===== src/rtl/sdp_ram_streamer.sv =====
// Streams `count` consecutive words out of a simple dual-port RAM's registered read port
// as an AXI-Stream. A 4-entry skid FIFO with credit-based read issue absorbs backpressure.
module sdp_ram_streamer #(
    parameter int DW = 512,
    parameter int DD = 16384,
    parameter int AW = $clog2(DD)
) (
    input  logic          clk,
    input  logic          reset,
    input  logic          start,
    input  logic [AW-1:0] start_addr,
    input  logic [AW:0]   count,
    output logic          busy,
    output logic          done,
    output logic [AW-1:0] ram_addr,
    input  logic [DW-1:0] ram_dout,
    output logic [DW-1:0] axis_tdata,
    output logic          axis_tvalid,
    output logic          axis_tlast,
    input  logic          axis_tready
);

    typedef enum logic [1:0] {IDLE, RUN, FINISH} state_t;

    localparam logic [AW-1:0] LAST_ADDR = AW'(DD - 1);
    localparam logic [AW:0]   ONE_CNT   = (AW+1)'(1);

    state_t        state_q, state_d;
    logic [AW-1:0] ptr_q, ptr_d;
    logic [AW:0]   issue_cnt_q, issue_cnt_d;
    logic [AW:0]   beat_cnt_q, beat_cnt_d;
    logic          inflight_q;
    logic [DW-1:0] fifo_q [4];
    logic [1:0]    wr_q, rd_q;
    logic [2:0]    fifo_cnt_q, fifo_cnt_d;
    logic          issue, push, pop;

    assign ram_addr    = ptr_q;
    assign busy        = (state_q == RUN);
    assign done        = (state_q == FINISH);
    assign axis_tvalid = (fifo_cnt_q != 3'd0);
    assign axis_tdata  = fifo_q[rd_q];
    assign axis_tlast  = axis_tvalid && (beat_cnt_q == ONE_CNT);

    // Credit uses registered occupancy only, so a word being popped this cycle frees no slot yet.
    assign issue = (state_q == RUN) && (issue_cnt_q != '0) &&
                   ((fifo_cnt_q + {2'b00, inflight_q}) < 3'd4);
    assign push  = inflight_q;
    assign pop   = axis_tvalid && axis_tready;
    assign fifo_cnt_d = fifo_cnt_q + 3'(push) - 3'(pop);

    always_comb begin
        state_d     = state_q;
        ptr_d       = ptr_q;
        issue_cnt_d = issue_cnt_q;
        beat_cnt_d  = beat_cnt_q;
        case (state_q)
            IDLE: begin
                if (start) begin
                    if (count != '0) begin
                        state_d     = RUN;
                        ptr_d       = start_addr;
                        issue_cnt_d = count;
                        beat_cnt_d  = count;
                    end else begin
                        state_d = FINISH;
                    end
                end
            end
            RUN: begin
                if (issue) begin
                    ptr_d       = (ptr_q == LAST_ADDR) ? '0 : ptr_q + AW'(1);
                    issue_cnt_d = issue_cnt_q - ONE_CNT;
                end
                if (pop) begin
                    beat_cnt_d = beat_cnt_q - ONE_CNT;
                    if (beat_cnt_q == ONE_CNT) begin
                        state_d = FINISH;
                    end
                end
            end
            FINISH:  state_d = IDLE;
            default: state_d = IDLE;
        endcase
    end

    always_ff @(posedge clk or posedge reset) begin
        if (reset) begin
            state_q     <= IDLE;
            ptr_q       <= '0;
            issue_cnt_q <= '0;
            beat_cnt_q  <= '0;
            inflight_q  <= 1'b0;
            wr_q        <= '0;
            rd_q        <= '0;
            fifo_cnt_q  <= '0;
            for (int i = 0; i < 4; i++) begin
                fifo_q[i] <= '0;
            end
        end else begin
            state_q     <= state_d;
            ptr_q       <= ptr_d;
            issue_cnt_q <= issue_cnt_d;
            beat_cnt_q  <= beat_cnt_d;
            inflight_q  <= issue;
            fifo_cnt_q  <= fifo_cnt_d;
            if (push) begin
                fifo_q[wr_q] <= ram_dout;
                wr_q         <= wr_q + 2'd1;
            end
            if (pop) begin
                rd_q <= rd_q + 2'd1;
            end
        end
    end

endmodule


===== config.mk =====
export PLATFORM = sky130hd
export DESIGN_NAME = sdp_ram_streamer
export DESIGN_NICKNAME = d
export VERILOG_FILES = /design/src/rtl/sdp_ram_streamer.sv
export SDC_FILE = /design/constraint.sdc
export NUM_CORES = 2
export LEC_CHECK = 0
export ABC_CLOCK_PERIOD_IN_PS = 256700
export CORE_AREA = 4 4 414 416
export DETAILED_ROUTE_END_ITERATION = 10
export DIE_AREA = 0 0 418 420
export GPL_TIMING_DRIVEN = 1
export PLACE_DENSITY = 0.78
export SKIP_LAST_GASP = 1
export SLEW_MARGIN = 20
export SYNTH_ARGS = -nofsm -noshare
export SYNTH_HDL_FRONTEND = slang
export SYNTH_SLANG_ARGS = --single-unit

===== constraint.sdc =====
create_clock -name clk -period 256.7 [get_ports clk]
set_clock_uncertainty 0.15 [all_clocks]
set_input_delay 77.01 -clock clk [delete_from_list [all_inputs] [get_ports clk]]
set_output_delay 77.01 -clock clk [all_outputs]
set_load 0.05 [all_outputs]

==> report_table.html <==
<table>
<tr><th>Metric</th><th>Value</th></tr>
<tr><th colspan="2">Place</th></tr>
<tr><td>Detail Placement HPWL</td><td>151.3 mm</td></tr>
<tr><td>Final Wtd Congestion</td><td>~0.83</td></tr>
<tr><td>Port Buffer Count</td><td>1,074</td></tr>
<tr><th colspan="2">Yosys</th></tr>
<tr><td>Count of flip-flops with a built-in enable after synthesis</td><td>0</td></tr>
<tr><td>Leading cell types by count after synthesis</td><td>2,102 x sky130_fd_sc_hd__dfrtp_1, 2,048 x sky130_fd_sc_hd__mux2_2, 512 x sky130_fd_sc_hd__mux4_2</td></tr>
<tr><td>Sequential area share after synthesis</td><td>58.06%</td></tr>
<tr><td>Count of warnings emitted by yosys</td><td>0</td></tr>
<tr><td>Most frequent cell after synthesis</td><td>sky130_fd_sc_hd__dfrtp_1</td></tr>
<tr><td>Number of register bits inferred by synthesis</td><td>around 2,100</td></tr>
<tr><td>Library cells used by synthesis</td><td>62</td></tr>
<tr><td>Synthesized area per cell</td><td>16.96 um^2</td></tr>
<tr><td>Nets in the synthesized netlist</td><td>5,898</td></tr>
<tr><td>Ys async rst share</td><td>100.0%</td></tr>
<tr><td>Leading post-synthesis cells by cell area</td><td>sky130_fd_sc_hd__dfrtp_1 58%, sky130_fd_sc_hd__mux2_2 25%, sky130_fd_sc_hd__mux4_2 13%</td></tr>
<tr><td>Netlist area before placement</td><td>roughly 0.091 mm^2</td></tr>
<tr><td>Share of the synthesized area in the top cell type</td><td>just under 60%</td></tr>
<tr><td>Cell count after synthesis</td><td>5,341</td></tr>
<tr><td>Most frequently used flop master after synthesis</td><td>sky130_fd_sc_hd__dfrtp_1</td></tr>
<tr><td>Dominant cell type by area after synthesis</td><td>sky130_fd_sc_hd__dfrtp_1</td></tr>
<tr><th colspan="2">Global routing</th></tr>
<tr><td>Global-route usage over all layers</td><td>26.43%</td></tr>
<tr><td>Maximum number of pins on one net before global-route repair</td><td>200</td></tr>
<tr><td>Antenna violations before repair</td><td>125</td></tr>
<tr><td>Vias in the first global route</td><td>56,300</td></tr>
<tr><td>Global-route wire length before repair</td><td>353.7 mm</td></tr>
<tr><td>Leftover overflow at the end of global routing</td><td>0</td></tr>
<tr><th colspan="2">Clocking</th></tr>
<tr><td>Hold-fix buffers at CTS</td><td>0</td></tr>
<tr><td>Number of H-tree levels</td><td>4</td></tr>
<tr><td>CTS resizes</td><td>0</td></tr>
<tr><td>Root Buffer Master</td><td>sky130_fd_sc_hd__clkbuf_16</td></tr>
<tr><td>Number of CTS-inserted buffers</td><td>213</td></tr>
<tr><td>Number of buffers on the longest clock path</td><td>3</td></tr>
<tr><td>Total number of clock tree sinks</td><td>2,102</td></tr>
<tr><td>Clock transition at the registers of the reported paths</td><td>approximately 70 ps</td></tr>
<tr><td>Clock tree from TritonCTS</td><td>yes</td></tr>
<tr><td>Post-CTS Setup Bufs</td><td>0</td></tr>
<tr><td>Clk Latency, worst-skew pair</td><td>840 ps</td></tr>
<tr><th colspan="2">STA</th></tr>
<tr><td>Final worst path period share</td><td>32.32%</td></tr>
<tr><td>Time the worst path needs with I/O delays and setup</td><td>82,950 ps</td></tr>
<tr><td>Hold Vio Cnt, Final</td><td>0</td></tr>
<tr><td>Actual slew at the worst max-slew pin</td><td>~1100 ps</td></tr>
<tr><td>Maximum operating frequency</td><td>between 10 and 15 MHz</td></tr>
<tr><td>Worst slew slack as a fraction of its limit</td><td>26.18%</td></tr>
<tr><td>RSZ-0062 raised after global routing</td><td>no</td></tr>
<tr><td>Setup violations, final</td><td>0</td></tr>
<tr><td>Pins Over Slew Limit</td><td>0</td></tr>
<tr><td>Setup Total Neg Slack</td><td>0 ps</td></tr>
<tr><th colspan="2">Detailed routing</th></tr>
<tr><td>First-iteration detailed-routing DRC count</td><td>approximately 3,000</td></tr>
<tr><td>Number of iterations in the first detailed-routing pass</td><td>5</td></tr>
<tr><td>Total wire length</td><td>232.1 mm</td></tr>
<tr><td>Wirelength per Cell</td><td>26.38 um</td></tr>
<tr><td>Number of vias in the routed layout</td><td>between 50,000 and 60,000</td></tr>
<tr><td>Number of nets with antenna violations after detailed routing</td><td>0</td></tr>
<tr><td># DRC</td><td>0</td></tr>
<tr><td>Ratio of routed vias to standard cells</td><td>5.915</td></tr>
<tr><th colspan="2">Job</th></tr>
<tr><td>Max-capacitance violation count</td><td>0</td></tr>
<tr><th colspan="2">Min path</th></tr>
<tr><td>Worst Hold Path EP</td><td>issue_cnt_q[6]</td></tr>
<tr><td>Worst hold path startpoint</td><td>issue_cnt_q[6]</td></tr>
<tr><td>Hold Path Cell Cnt</td><td>1</td></tr>
<tr><td>Worst min-delay path class</td><td>register to register</td></tr>
<tr><th colspan="2">Status</th></tr>
<tr><td>Run status</td><td>finished, final reports clean</td></tr>
<tr><th colspan="2">Critical path</th></tr>
<tr><td>Launching element type of the critical path</td><td>register</td></tr>
<tr><td>Critical path fanouts, max</td><td>57</td></tr>
<tr><td>Worst-case register-to-register setup slack</td><td>252,070 ps</td></tr>
<tr><td>Depth of the most critical reg-to-reg path</td><td>7</td></tr>
<tr><td>Required @ worst endpoint</td><td>around 180,000 ps</td></tr>
<tr><td>R2r startpoint</td><td>wr_q[0]</td></tr>
<tr><td>Crit path kind</td><td>register to primary output</td></tr>
<tr><td>Arrival time at the worst endpoint</td><td>5790 ps</td></tr>
<tr><td>Setup crit end kind</td><td>primary output</td></tr>
<tr><td>R2r endpoint</td><td>fifo_q[1769]</td></tr>
<tr><th colspan="2">Layout</th></tr>
<tr><td>Area growth from synthesis to layout</td><td>22.13%</td></tr>
<tr><td>Total of fill cells in the finished design</td><td>11,440</td></tr>
<tr><td>Proportion of layout cells with a drive suffix above 1</td><td>45.57%</td></tr>
<tr><td>Net count reported at finish</td><td>6,889</td></tr>
<tr><td>Share of the core filled with cells in the final layout</td><td>between 60% and 70%</td></tr>
<tr><th colspan="2">Floorplanning</th></tr>
<tr><td>Effective utilization at floorplan</td><td>54.18%</td></tr>
<tr><td>Area enclosed by the die boundary</td><td>0.1756 mm^2</td></tr>
<tr><td>Die Ht</td><td>420 um</td></tr>
<tr><td>Top-level port count</td><td>1,075</td></tr>
<tr><td>Row count</td><td>150</td></tr>
<tr><td>Die span in x</td><td>418 um</td></tr>
<tr><td>Placeable Area</td><td>0.1672 mm^2</td></tr>
</table>
## sequential cells by signal, summed over array words and instances, names as in the netlist
name / flops
beat_cnt_q: 15
issue_cnt_q: 15
state_q: 2
fifo_cnt_q: 3
ram_addr: 14
fifo_q: 2048
rd_q: 2
inflight_q: 1
wr_q: 2
## per-layer routing
metal | routed length [um] | GRT usage [%]
met1 | 88470 | 32.38
met2 | 111800 | 40.97
met3 | 16820 | 8.299
met4 | 14640 | 16.83
met5 | 319 | 0
## critical path, cell delays in order, from the launching register on
cell and delay [ps]:
sky130_fd_sc_hd__dfrtp_4 810, sky130_fd_sc_hd__buf_4 810, sky130_fd_sc_hd__buf_4 870, sky130_fd_sc_hd__buf_4 810, sky130_fd_sc_hd__mux4_2 600, sky130_fd_sc_hd__clkdlybuf4s50_1 830
## cells by family (layout without fill, tap and decap cells)
logic type,Yosys count,in the layout,share of synthesized area (%)
AO/OA/AOI/OAI,146,146,1.084
XOR/XNOR,5,5,0.04834
adder cells (fa/ha/maj),12,12,0.1657
buffers and inverters,386,1540,1.685
flip-flops,2102,2102,58.06
multiplexers,2562,2562,38.21
other,0,98,0
AND/OR/NAND/NOR,128,128,0.7444
## layout by cell type, fill, tap and decap left out, types with 14 or more instances in the layout
cell and count:
sky130_fd_sc_hd__mux2_2 2048, sky130_fd_sc_hd__buf_12 15, sky130_fd_sc_hd__nor3_1 14, sky130_fd_sc_hd__buf_4 45
sky130_fd_sc_hd__clkbuf_8 45, sky130_fd_sc_hd__clkinv_2 24, sky130_fd_sc_hd__diode_2 98, sky130_fd_sc_hd__clkbuf_16 216
sky130_fd_sc_hd__o21ai_0 15, sky130_fd_sc_hd__mux4_2 512, sky130_fd_sc_hd__o21ai_1 25, sky130_fd_sc_hd__clkbuf_1 62
sky130_fd_sc_hd__nor2_1 33, sky130_fd_sc_hd__clkdlybuf4s50_1 1074, sky130_fd_sc_hd__nand2_1 26, sky130_fd_sc_hd__a21oi_1 28
sky130_fd_sc_hd__dfrtp_1 2100, sky130_fd_sc_hd__inv_1 21, sky130_fd_sc_hd__o22ai_1 15
## worst max-delay path by stage
stage	start	to	slack, ps	cells past startpoint
2_1_floorplan	reset	beat_cnt_q[0]	120160	1
3_3_place_gp	reset	fifo_q[1370]	174070	7
3_5_place_dp	reset	fifo_q[1370]	173910	7
4_1_cts	rd_q[1]	axis_tdata[53]	173560	5
5_1_grt	rd_q[1]	axis_tdata[93]	173370	5
6_report	rd_q[1]	axis_tdata[306]	173750	5
## through the flow
step           cells  instance area, um^2  hold slack, ps  worst slack, ps
6_report        8797               110600           341.9           173750
2_1_floorplan   5341                90590           297.7           120160
3_3_place_gp    8318               103400           317.8           174070
4_1_cts         8696               110300           342.5           173560
3_5_place_dp    8318               103400           328.8           173910
5_1_grt         8768               110600           354.4           173370
## area by class of cell
type / instances / area [um^2] / area share [%]
clock inverters: 55 / 676.9 / 0.6118
repair buffers: 1139 / 11490 / 10.39
clock buffers: 323 / 6257 / 5.655
inverters: 23 / 96.34 / 0.08708
multi-input cells: 2853 / 36510 / 33.00
flip-flops and latches: 2102 / 52610 / 47.55
diodes: 98 / 245.2 / 0.2216
well taps: 2204 / 2758 / 2.492
Power is not shown: default switching activity piles up to over one toggle a cycle in this logic, so the estimate is an artifact.
